**src/rtl/shift595_pkg.sv**
```systemverilog
// Shared state encoding and sizing helpers for the daisy-chained 74HC595 driver.
package shift595_pkg;

    typedef enum logic [1:0] {
        IDLE     = 2'd0,
        SHIFT_LO = 2'd1,
        SHIFT_HI = 2'd2,
        LATCH    = 2'd3
    } state_t;

    // Phase timer width; CLK_DIV and LATCH_CYCLES must fit below 2**PHASE_CNT_W.
    localparam int unsigned PHASE_CNT_W = 16;

    function automatic int unsigned frame_bits(input int unsigned num_ics);
        return num_ics * 8;
    endfunction

    function automatic int unsigned bit_cnt_width(input int unsigned num_ics);
        return $clog2(frame_bits(num_ics) + 1);
    endfunction

endpackage

```
**src/rtl/shift595_phase_timer.sv**
```systemverilog
// Down-counter timing one SCLK half-period or the latch pulse; reloaded on every state entry.
module shift595_phase_timer
    import shift595_pkg::*;
(
    input  logic                   i_clk,
    input  logic                   i_rst,
    input  logic                   i_load,
    input  logic [PHASE_CNT_W-1:0] i_load_value,
    output logic                   o_phase_done
);

    logic [PHASE_CNT_W-1:0] r_count;

    // NOTE: state is updated with non-blocking assignments so every flop samples pre-edge values.
    always_ff @(posedge i_clk) begin
        if (i_rst) begin
            r_count <= '0;
        end else if (i_load) begin
            r_count <= i_load_value;
        end else if (r_count != '0) begin
            r_count <= r_count - PHASE_CNT_W'(1);
        end
    end

    assign o_phase_done = (r_count == '0);

endmodule

```
**src/rtl/shift_register_595_chain.sv**
```systemverilog
// Serialises one frame per lane onto daisy-chained 74HC595s sharing SCLK and latch,
// with a one-deep pending slot so a new frame can be queued during a transfer.
module shift_register_595_chain
    import shift595_pkg::*;
#(
    parameter int unsigned NUM_ICS      = 2,
    parameter int unsigned NUM_LANES    = 1,
    parameter int unsigned CLK_DIV      = 1,
    parameter int unsigned LSB_FIRST    = 0,
    parameter int unsigned LATCH_CYCLES = 1
)(
    input  logic                                   clk_i,
    input  logic                                   rst_i,
    input  logic                                   trigger_i,
    input  logic [NUM_LANES*frame_bits(NUM_ICS)-1:0] data_i,
    output logic                                   ready_o,
    output logic                                   busy_o,
    output logic                                   done_o,
    output logic                                   sclk_o,
    output logic [NUM_LANES-1:0]                   data_o,
    output logic                                   latch_o
);

    localparam int unsigned N         = frame_bits(NUM_ICS);
    localparam int unsigned W         = NUM_LANES * N;
    localparam int unsigned BIT_CNT_W = bit_cnt_width(NUM_ICS);

    state_t                 r_state;
    state_t                 w_state_next;
    logic                   r_pend_valid;
    logic [W-1:0]           r_pending;
    logic [BIT_CNT_W-1:0]   r_bit_cnt;
    logic                   r_sclk;
    logic                   r_latch;
    logic                   r_done;

    logic                   w_phase_done;
    logic                   w_timer_load;
    logic [PHASE_CNT_W-1:0] w_timer_value;
    logic                   w_accept;
    logic                   w_frame_boundary;
    logic                   w_start_pend;
    logic                   w_start_new;
    logic                   w_frame_start;
    logic                   w_to_pending;
    logic                   w_bit_advance;
    logic [W-1:0]           w_frame_src;

    // A new frame may begin from IDLE or at the last cycle of LATCH; the pending slot wins.
    assign w_accept         = trigger_i && !r_pend_valid;
    assign w_frame_boundary = (r_state == IDLE) || ((r_state == LATCH) && w_phase_done);
    assign w_start_pend     = w_frame_boundary && r_pend_valid;
    assign w_start_new      = w_frame_boundary && w_accept;
    assign w_frame_start    = w_start_pend || w_start_new;
    assign w_to_pending     = w_accept && !w_frame_boundary;
    assign w_frame_src      = w_start_pend ? r_pending : data_i;
    assign w_bit_advance    = (r_state == SHIFT_HI) && (w_state_next == SHIFT_LO);

    // NOTE: next-state is assigned a default first so no path through the case infers a latch.
    always_comb begin
        w_state_next = r_state;
        case (r_state)
            IDLE: begin
                if (w_frame_start) w_state_next = SHIFT_LO;
            end
            SHIFT_LO: begin
                if (w_phase_done) w_state_next = SHIFT_HI;
            end
            SHIFT_HI: begin
                if (w_phase_done) begin
                    w_state_next = (r_bit_cnt > BIT_CNT_W'(1)) ? SHIFT_LO : LATCH;
                end
            end
            LATCH: begin
                if (w_phase_done) w_state_next = w_frame_start ? SHIFT_LO : IDLE;
            end
            default: w_state_next = IDLE;
        endcase
    end

    assign w_timer_load  = (w_state_next != r_state);
    assign w_timer_value = (w_state_next == LATCH) ? PHASE_CNT_W'(LATCH_CYCLES - 1)
                                                   : PHASE_CNT_W'(CLK_DIV - 1);

    shift595_phase_timer u_phase_timer (
        .i_clk        (clk_i),
        .i_rst        (rst_i),
        .i_load       (w_timer_load),
        .i_load_value (w_timer_value),
        .o_phase_done (w_phase_done)
    );

    always_ff @(posedge clk_i) begin
        if (rst_i) begin
            r_state   <= IDLE;
            r_bit_cnt <= '0;
            r_sclk    <= 1'b0;
            r_latch   <= 1'b0;
            r_done    <= 1'b0;
        end else begin
            r_state <= w_state_next;
            r_sclk  <= (w_state_next == SHIFT_HI);
            r_latch <= (w_state_next == LATCH);
            r_done  <= (r_state == LATCH) && w_phase_done;
            if (w_frame_start) begin
                r_bit_cnt <= BIT_CNT_W'(N);
            end else if ((r_state == SHIFT_HI) && w_phase_done) begin
                r_bit_cnt <= r_bit_cnt - BIT_CNT_W'(1);
            end
        end
    end

    // NOTE: the data buffers are reset too; they are small flop arrays, not RAM, and a known
    // value keeps data_o deterministic after reset.
    always_ff @(posedge clk_i) begin
        if (rst_i) begin
            r_pend_valid <= 1'b0;
            r_pending    <= '0;
        end else if (w_to_pending) begin
            r_pend_valid <= 1'b1;
            r_pending    <= data_i;
        end else if (w_start_pend) begin
            r_pend_valid <= 1'b0;
        end
    end

    function automatic logic head_bit(input logic [N-1:0] v);
        return (LSB_FIRST != 0) ? v[0] : v[N-1];
    endfunction

    function automatic logic [N-1:0] drop_head(input logic [N-1:0] v);
        return (LSB_FIRST != 0) ? (v >> 1) : (v << 1);
    endfunction

    // The first bit goes straight to data_o on the start edge; the buffer keeps the remainder.
    for (genvar l = 0; l < NUM_LANES; l++) begin : g_lane
        logic [N-1:0] w_src_lane;
        logic [N-1:0] r_buf;
        logic         r_bit;

        assign w_src_lane = w_frame_src[l*N +: N];

        always_ff @(posedge clk_i) begin
            if (rst_i) begin
                r_buf <= '0;
                r_bit <= 1'b0;
            end else if (w_frame_start) begin
                r_bit <= head_bit(w_src_lane);
                r_buf <= drop_head(w_src_lane);
            end else if (w_bit_advance) begin
                r_bit <= head_bit(r_buf);
                r_buf <= drop_head(r_buf);
            end
        end

        assign data_o[l] = r_bit;
    end

    assign ready_o = !r_pend_valid;
    assign busy_o  = (r_state != IDLE);
    assign done_o  = r_done;
    assign sclk_o  = r_sclk;
    assign latch_o = r_latch;

endmodule

```
**config.mk**
```make
export PLATFORM = sky130hd
export DESIGN_NAME = shift_register_595_chain
export DESIGN_NICKNAME = d
export VERILOG_FILES = /design/src/rtl/shift595_pkg.sv /design/src/rtl/shift595_phase_timer.sv /design/src/rtl/shift_register_595_chain.sv
export SDC_FILE = /design/constraint.sdc
export NUM_CORES = 1
export LEC_CHECK = 0
export BUFFER_PORTS_ARGS = -buffer_cell sky130_fd_sc_hd__buf_2
export CAP_MARGIN = 20
export CORE_MARGIN = 10
export CORE_UTILIZATION = 35
export DETAILED_ROUTE_END_ITERATION = 8
export PLACE_DENSITY_LB_ADDON = 0.3
export SYNTH_ARGS = -nofsm -noshare
export SYNTH_HDL_FRONTEND = slang
export SYNTH_SLANG_ARGS = --single-unit
```
**constraint.sdc**
```tcl
create_clock -name clk_i -period 2.6 [get_ports clk_i]
set_clock_uncertainty 0.15 [all_clocks]
set_input_delay 0.13 -clock clk_i [delete_from_list [all_inputs] [get_ports clk_i]]
set_output_delay 0.13 -clock clk_i [all_outputs]
set_load 0.03 [all_outputs]
```
==> impl_results.md, run 1 <==
* Critical Path AT at 2.48 ns
* Power per standard cell area at 1262 nW/um2
* Initial core utilization at 35.53%
* Leakage power at 0.001434 uW
* Worst endpoint required time at 2.66 ns
* Critical path's slowest cell: a2111oi_0
* Vias in the first global route at 2436
* Final hold violations at 0
* Mux share of post-synthesis cell area at 5.931%
* Diode count at 0
* Ys async rst share at 0%
* DIE WIDTH at 110.9 um
* Routability-driven placement congestion ratio at 0.7722
* Largest family of logic cells by synthesized area: simple AND/OR/NAND/NOR gates
* Worst Hold Class: primary input to flop
* Grt ovf at 0
* # placed instances at 456
* Max Clk Rate at 413.7 MHz
* Post-route insts no fill at 488
* Register area at 1181 um2
* Largest net degree at the start of global routing at 41
* Worst-Skew Late Latency at 0.34 ns
* Number of DRC markers in iteration 0 at 168
* Syn Area/Cell at 8.758 um2
* Drt first pass iters at 4
* Hold path start: rst_i
* Root buffer cell: clkbuf_8
* Relative slew slack at 57.98%
* Core box area at 8134 um2
* Synthesized Nets at 352
* First-pass GRT wire length at 12.02 mm
* Worst-path maximum fanout at 11
* Aggregate global-route resource usage at 11.62%
* Via Count at 2525
* Top FF cell, synth: dfxtp_1
* Area of the multi-input gates at 1562 um2
* Proportion of layout cells with a drive suffix above 1 at 20.10%
* Synth Instances at 330
* Startpoint Class: flop
* Peak VDD IR at 399.4 uV
* Setup crit start: u_phase_timer.r_count[0]
* Wire per inst at 14.47 um
* Final setup fails at 0
* Post-Synth XOR/XNOR Area at 4.242%
* CTS tree: yes
* # IOs at 25
* Seq/Total Area, Yosys at 40.87%
* CP top delay family: simple AND/OR/NAND/NOR gates
* Post-DP HPWL at 4.826 mm
* Seq cells post-synth at 59
* Fin crit share at 92.97%
* R2R Path Start: u_phase_timer.r_count[0]
* Adder-Cell Fraction of Synth Area at 1.299%
* RSZ-0062 raised after global routing: no
* Max-cap viol count at 0
* Placement Rows at 33
* Remaining DRCs at 0
* Fin. max-slew vios at 0
* Postcts setup bufs at 0
* Vias/cell at 5.174
* Clock buffer depth at 2
* Nets at 400
* Reg clk slew, reported paths at 0.07 ns
* Min Clock Period, post-route at 2.417 ns
* Count of different cell masters after synthesis at 51
* Buf+Inv Stages, Crit Path at 2
* Post-Route WL at 7.063 mm
* Compound-Gate Fraction of Synth Area at 18.05%
* DIE AREA at 12290 um2
* Initial antenna violation count at 0
* Mapped Area at 2890 um2
* Area Growth Syn to Fin at 23.81%
* Post-synthesis simple-gate area fraction at 24.29%
* Worst path cell trace: inv_1 > ha_1 > nor4b_4 > and4_2 > a21oi_1 > buf_4 > and2_4 > a2111oi_0
* Max H-tree Level at 3
* Die height at 110.9 um
* Inserted Clock Buffers at 9
* Number of synthesis warnings at 0
* # clock sinks at 59
* Worst setup EP type: flop
* Post-synth EDFFs at 0
* Worst-margin pin slew at 0.6303 ns
* Fillers at 776
* Worst Path Class, Setup: flop to flop
* CP peak stage delay at 0.41 ns
* ANT nets after route at 0
* Status: complete, no violations
* Setup TNS at 0 ns
* Port-buffer cells at 24
==> cells in the final DEF, fill, tap and decap left out, types with 12 or more instances in the layout <==
master and instances:
nor2_1 61, nor3_1 12, dfxtp_1 59, buf_2 24, mux2i_1 16, xor2_1 12
inv_1 16, a21oi_1 22, dlygate4sd3_1 16, buf_4 14
==> through the flow <==
| stage | setup WS (ns) | utilization (%) | instance area [um2] | hold slack (ns) | total power, uW |
|---|---|---|---|---|---|
| 2_1_floorplan | 0.4478 | - | 2890 | 0.1268 | 2986 |
| 3_3_place_gp | 0.06272 | 38.81 | 3157 | 0.2286 | 3499 |
| 3_5_place_dp | 0.1901 | 39.15 | 3184 | 0.2381 | 3537 |
| 4_1_cts | 0.1524 | 43.92 | 3572 | 0.05513 | 4532 |
| 5_1_grt | 0.002002 | 43.99 | 3578 | 0.07598 | 4887 |
| 6_report | 0.1828 | 43.99 | 3578 | 0.06429 | 4515 |
==> cell usage after synthesis, types with 2 or more instances <==
master / number / share of area [%]
a22oi_1: 2 / 0.52
nor4_1: 5 / 1.1
dfxtp_1: 59 / 41
and4_1: 2 / 0.61
buf_2: 2 / 0.35
o21bai_1: 2 / 0.52
o21ai_0: 7 / 1.2
nor2_1: 61 / 7.9
a211oi_1: 9 / 2.3
xor2_1: 12 / 3.6
mux2i_1: 16 / 5.5
inv_1: 16 / 2.1
nand2_1: 11 / 1.4
nor3_1: 13 / 2.3
nand4_1: 5 / 1.1
a2111oi_2: 7 / 3.6
xnor2_1: 2 / 0.61
clkbuf_1: 12 / 1.6
a21oi_1: 22 / 3.8
ha_1: 3 / 1.3
buf_6: 2 / 0.78
o2bb2ai_1: 5 / 1.5
o221a_2: 5 / 1.9
a21o_1: 2 / 0.52
or4_1: 4 / 1.0
nand3_1: 6 / 1.0
nor3b_1: 3 / 0.78
and3_1: 4 / 0.87
nand4b_1: 2 / 0.61
and2_1: 8 / 1.7
==> worst paths after layout <==
check                         to  slack, ns  depth (start not counted)
min reg2reg  g_lane[0].r_buf[15]       0.31                          2
max reg2reg   g_lane[0].r_buf[3]       0.18                          8
min          g_lane[0].r_buf[15]       0.06                          4
max           g_lane[0].r_buf[3]       0.18                          8
==> worst reg2reg max path, stage by stage, from the launching register on <==
cell       delay, ns
dfxtp_1         0.33
inv_1           0.08
ha_1            0.18
nor4b_4         0.30
and4_2          0.36
a21oi_1         0.09
buf_4           0.18
and2_4          0.21
a2111oi_0       0.41
==> flip-flops by register name, summed over array words and instances (netlist names) <==
| register | count |
|---|---|
| u_phase_timer.r_count | 16 |
| r_state | 2 |
| data_o | 1 |
| g_lane.r_buf | 15 |
| done_o | 1 |
| r_bit_cnt | 5 |
| r_pend_valid | 1 |
| latch_o | 1 |
| sclk_o | 1 |
| r_pending | 16 |
==> per-layer routing <==
| layer | up-vias | part of all wire [%] | track usage (%) |
|---|---|---|---|
| met3 | 10 | 4.1 | 4.167 |
| li1 | 1278 | - | - |
| met2 | 43 | 46 | 18.67 |
| met1 | 1194 | 48 | 14.27 |
| met4 | 0 | 0.93 | 3.125 |
| met5 | - | 0 | 0 |
==> final cells by class <==
| cell class | count | share of cell area [%] |
|---|---|---|
| clock buffers | 12 | 4.336 |
| clock inverters | 4 | 2.028 |
| repair buffers | 55 | 11.54 |
| inverters | 17 | 1.783 |
| well taps | 105 | 3.671 |
| flip-flops and latches | 59 | 33.01 |
| multi-input cells | 236 | 43.64 |
==> what timing repair did <==
| action | in CTS | in global routing |
|---|---|---|
| hold endpoints to repair | 16 | 0 |
| hold buffers | 16 | 0 |
| gates resized for setup | 0 | 2 |
| endpoints found under the setup margin | 0 | 6 |
==> logic make-up (layout without fill, tap and decap cells) <==
family / after synthesis / after routing
simple gates: 134 / 134
buf+inv: 35 / 88
flops: 59 / 59
xor+xnor: 14 / 14
compound gates: 68 / 68
fa+ha+maj: 3 / 3
mux: 17 / 17
==> where the power goes <==
part	switching, uW	total (uW)	leakage (uW)	internal (uW)
logic	1220	2160	0.000839	941
clock network	364	954	0.000113	591
registers	229	1400	0.000483	1170
Note: power is estimated with default switching activity, not from simulation.
==> run 2, diff against run 1 <==
--- a/config.mk
+++ b/config.mk
@@ -8,4 +8,6 @@
 export BUFFER_PORTS_ARGS = -buffer_cell sky130_fd_sc_hd__buf_2
 export CAP_MARGIN = 20
+export CELL_PAD_IN_SITES_DETAIL_PLACEMENT = 1
+export CELL_PAD_IN_SITES_GLOBAL_PLACEMENT = 1
 export CORE_MARGIN = 10
 export CORE_UTILIZATION = 35
==> constraint.sdc (replaced) <==
create_clock -name clk_i -period 2.6 [get_ports clk_i]
set_clock_uncertainty 0.15 [all_clocks]
set_input_delay 0.39 -clock clk_i [delete_from_list [all_inputs] [get_ports clk_i]]
set_output_delay 0.39 -clock clk_i [all_outputs]
set_load 0.03 [all_outputs]
==> run 2 against run 1 <==
Hold slack better by 0.095 ns. Largest cell class unchanged. Wire length up 13%. Clock power is 10% lower. Largest power group unchanged. Die area is the same. Non-clock buffer count shrank 14. Worst setup slack improved by 0.061 ns. Total power decreased by 0.73%. Critical path depth fell by 2. Fmax rose by 2.6%.
==> impl_results.md, run 2 (synthesis results as in run 1) <==
* Placement Rows at 33
* Die height at 110.9 um
* Vias/cell at 5.392
* Area Growth Syn to Fin at 17.10%
* Critical path's slowest cell: nor4_2
* CP peak stage delay at 0.43 ns
* Power per standard cell area at 1324 nW/um2
* Post-Route WL at 8.011 mm
* Drt first pass iters at 4
* Post-route insts no fill at 472
* Worst-path maximum fanout at 11
* Status: complete, no violations
* Worst setup EP type: flop
* Most common cell after layout, fill and taps aside: nor2_1
* Nets at 386
* Place WS at 0.2154 ns
* # placed instances at 458
* Largest regs: r_pending x16, u_phase_timer.r_count x16, g_lane.r_buf x15
* Final worst slack at 0.2435 ns
* Worst-Skew Late Latency at 0.34 ns
* Initial antenna violation count at 0
* Worst Path Class, Setup: flop to flop
* DIE WIDTH at 110.9 um
* Worst path cell trace: nor4_2 > and4_1 > buf_4 > nand3_4 > and2_4 > a2111oi_2
* Worst Hold Class: primary input to flop
* Root buffer cell: clkbuf_8
* Final hold violations at 0
* Fin crit share at 90.63%
* Peak VDD IR at 372.1 uV
* Max H-tree Level at 3
* DIE AREA at 12290 um2
* Setup TNS at 0 ns
* Leakage power at 0.001363 uW
* Inserted Clock Buffers at 9
* Grt ovf at 0
* Vias in the first global route at 2597
* Hold slack at 0.1598 ns
* Critical Path AT at 2.43 ns
* Final setup fails at 0
* Aggregate global-route resource usage at 13.16%
* CTS tree: yes
* Proportion of layout cells with a drive suffix above 1 at 20.98%
* Max Clk Rate at 424.4 MHz
* Port-buffer cells at 24
* Wire per inst at 16.97 um
* Routability-driven placement congestion ratio at 0.7827
* Remaining DRCs at 0
* DP Area at 3179 um2
* RSZ-0062 raised after global routing: no
* ANT nets after route at 0
* Post-DP HPWL at 5.733 mm
* Hold-fix buffers at CTS at 0
* Finished layout cell area at 3385 um2
* # clock sinks at 59
* Core box area at 8134 um2
* Number of DRC markers in iteration 0 at 173
* Diode count at 0
* Initial core utilization at 35.53%
* Worst endpoint required time at 2.68 ns
* Via Count at 2545
* Postcts setup bufs at 0
* Most frequent cells in the layout: nor2_1 (61), dfxtp_1 (59), buf_2 (24)
* Post-cts resize count at 0
* Max-cap viol count at 0
* Reg clk slew, reported paths at 0.07 ns
* Worst-margin pin slew at 0.5927 ns
* First-pass GRT wire length at 13.44 mm
* Startpoint Class: flop
* # IOs at 25
* Min Clock Period, post-route at 2.356 ns
* Fin. max-slew vios at 0
* Largest net degree at the start of global routing at 41
* Clock buffer depth at 2
* Relative slew slack at 60.39%
[run 2: path summary, 6_finish.rpt]
kind | to | slack [ns] | depth (start not counted) | from
max | g_lane[0].r_buf[8] | 0.24 | 6 | u_phase_timer.r_count[5]
max reg2reg | g_lane[0].r_buf[8] | 0.24 | 6 | u_phase_timer.r_count[5]
min | r_pending[7] | 0.16 | 3 | data_i[7]
min reg2reg | g_lane[0].r_buf[15] | 0.32 | 2 | g_lane[0].r_buf[15]
[run 2: power by group]
part	total, uW	internal (uW)	switching (uW)
sequential	1400	1170	233
combinational	2220	931	1290
clock	859	509	350
[run 2: layout make-up]
type / count / area [um2]
multi-input combinational: 236 / 1560
clock buffer: 12 / 165.2
clock inverter: 2 / 35.03
tap: 105 / 131.4
sequential: 59 / 1181
fill: 962 / 4750
inverter: 17 / 63.81
timing repair buffer: 41 / 247.7
[run 2: layer usage]
layer	global-route usage, %	vias up	part of all wire, %
met5	0	-	0
met4	4.948	0	1.5
met3	3.409	7	5.6
met2	21.82	51	49
met1	15.90	1240	44
li1	-	1247	-
[run 2: through the flow]
stage	total power (uW)	util [%]
floorplan	2986	-
global placement	3557	39.09
detailed placement	3618	39.09
CTS	4515	41.55
global route	4857	41.61
finish	4482	41.61
[run 2: critical path: cells and delay by family (launching register included)]
family                 cells  cell delay [ns]
AO/OA/AOI/OAI              1             0.37
buffers and inverters      1             0.19
flip-flops                 1             0.36
AND/OR/NAND/NOR            4             1.17
==> run 3, diff against run 2 <==
Settings changed: CELL_PAD_IN_SITES_DETAIL_PLACEMENT 1 to not set, CELL_PAD_IN_SITES_GLOBAL_PLACEMENT 1 to not set.
==> run 3 against run 2 <==
Register-to-register slack got worse by 0.05 ns. Via count fell by 3.7%. Final cell count grew 0.21%. Clock power increased by 4.1%. Highest routed layer unchanged. Utilization grew 0.077 points. Die area unchanged.
==> impl_results.md, run 3 (synthesis results as in run 1) <==
* Fin crit share at 92.38%
* Hold slack at 0.1448 ns
* Worst-margin pin slew at 0.7609 ns
* Relative slew slack at 49.28%
* DIE AREA at 12290 um2
* Port-buffer cells at 24
* Clock buffer depth at 2
* Max H-tree Level at 3
* Placement Rows at 33
* Reg clk slew, reported paths at 0.07 ns
* Vias in the first global route at 2366
* # IOs at 25
* Number of DRC markers in iteration 0 at 158
* Routing usage on met2 at 16.75%
* Post-cts resize count at 0
* Initial antenna violation count at 0
* Via Count at 2451
* ANT nets after route at 0
* DIE WIDTH at 110.9 um
* Diode count at 0
* Max Clk Rate at 416.4 MHz
* Drt first pass iters at 4
* Peak VDD IR at 393.4 uV
* Grt ovf at 0
* Initial core utilization at 35.53%
* Met3 Use GR at 4.221%
* CTS tree: yes
* Wire per inst at 14.47 um
* Largest net degree at the start of global routing at 41
* Setup TNS at 0 ns
* Inserted Clock Buffers at 9
* Fin. max-slew vios at 0
* Critical Path AT at 2.48 ns
* Max-cap viol count at 0
* Most frequent cells in the layout: nor2_1 (61), dfxtp_1 (59), buf_2 (24)
* Proportion of layout cells with a drive suffix above 1 at 20.65%
* Hold-fix buffers at CTS at 0
* Worst-Skew Late Latency at 0.35 ns
* RSZ-0062 raised after global routing: no
* Post-Route WL at 6.843 mm
* Remaining DRCs at 0
* Area Growth Syn to Fin at 17.32%
* Most common cell after layout, fill and taps aside: nor2_1
* Power per standard cell area at 1308 nW/um2
* Largest regs: r_pending x16, u_phase_timer.r_count x16, g_lane.r_buf x15
* Vias/cell at 5.182
* Leakage power at 0.001357 uW
* First-pass GRT wire length at 11.56 mm
* Die height at 110.9 um
* Most used routing layer: met2
* Core box area at 8134 um2
* Routability-driven placement congestion ratio at 0.7855
* Post-DP HPWL at 4.839 mm
* Worst Path Class, Setup: flop to flop
* Nets at 385
* Min Clock Period, post-route at 2.402 ns
* Met1 Usage GRT at 14.27%
* Worst setup EP type: flop
* Status: complete, no violations
* Final hold violations at 0
* Root buffer cell: clkbuf_8
* # clock sinks at 59
* Worst Hold Class: primary input to flop
* Postcts setup bufs at 0
* Aggregate global-route resource usage at 11.23%
* Final setup fails at 0
* Startpoint Class: flop
* Worst-path maximum fanout at 11
* Worst endpoint required time at 2.68 ns
[run 3: worst paths after layout]
check / start / end / slack, ns / cells after the start
max: u_phase_timer.r_count[0] / g_lane[0].r_buf[3] / 0.20 / 8
min: data_i[9] / r_pending[9] / 0.14 / 3
max reg2reg: u_phase_timer.r_count[0] / g_lane[0].r_buf[3] / 0.20 / 8
min reg2reg: g_lane[0].r_buf[3] / g_lane[0].r_buf[3] / 0.31 / 2
[run 3: layer usage]
| layer | part of all wire (%) | up-vias | routed length (um) |
|---|---|---|---|
| met2 | 46 | 51 | 3146 |
| met3 | 4.6 | 7 | 317 |
| met5 | 0 | - | 0 |
| met4 | 1.2 | 0 | 80 |
| li1 | - | 1249 | - |
| met1 | 48 | 1144 | 3298 |
[run 3: area by class of cell]
class                           instances  area [um2]
Clock buffer                           11       131.4
Multi-Input combinational cell        236        1558
Fill cell                             798        4743
Sequential cell                        59        1181
Inverter                               17       63.81
Timing Repair Buffer                   40       247.7
Clock inverter                          5       77.57
Tap cell                              105       131.4
[run 3: power breakdown]
part | total [uW] | switching (uW) | internal, uW
Combinational | 2140 | 1200 | 933
Clock | 894 | 358 | 536
Sequential | 1410 | 234 | 1170
Total | 4440 | 1790 | 2640
[run 3: through the flow]
stage	total power [uW]	cells	utilization [%]	instance area, um2	setup WS [ns]
final	4436	473	41.69	3391	0.1982
after global routing	4811	473	41.69	3391	0.02422
after CTS	4473	473	41.66	3388	0.1155
after detailed placement	3549	457	39.09	3179	0.1135
after global placement	3524	456	38.90	3164	0.07650
after floorplan	2986	330	-	2890	0.4478
[run 3: worst max-delay path, stage by stage (launching register included)]
cell and delay (ns):
dfxtp_1 0.33, inv_1 0.09, ha_1 0.18, nor4b_4 0.30, and4_2 0.36, a21oi_1 0.09
buf_4 0.18, and2_4 0.21, a2111oi_1 0.40
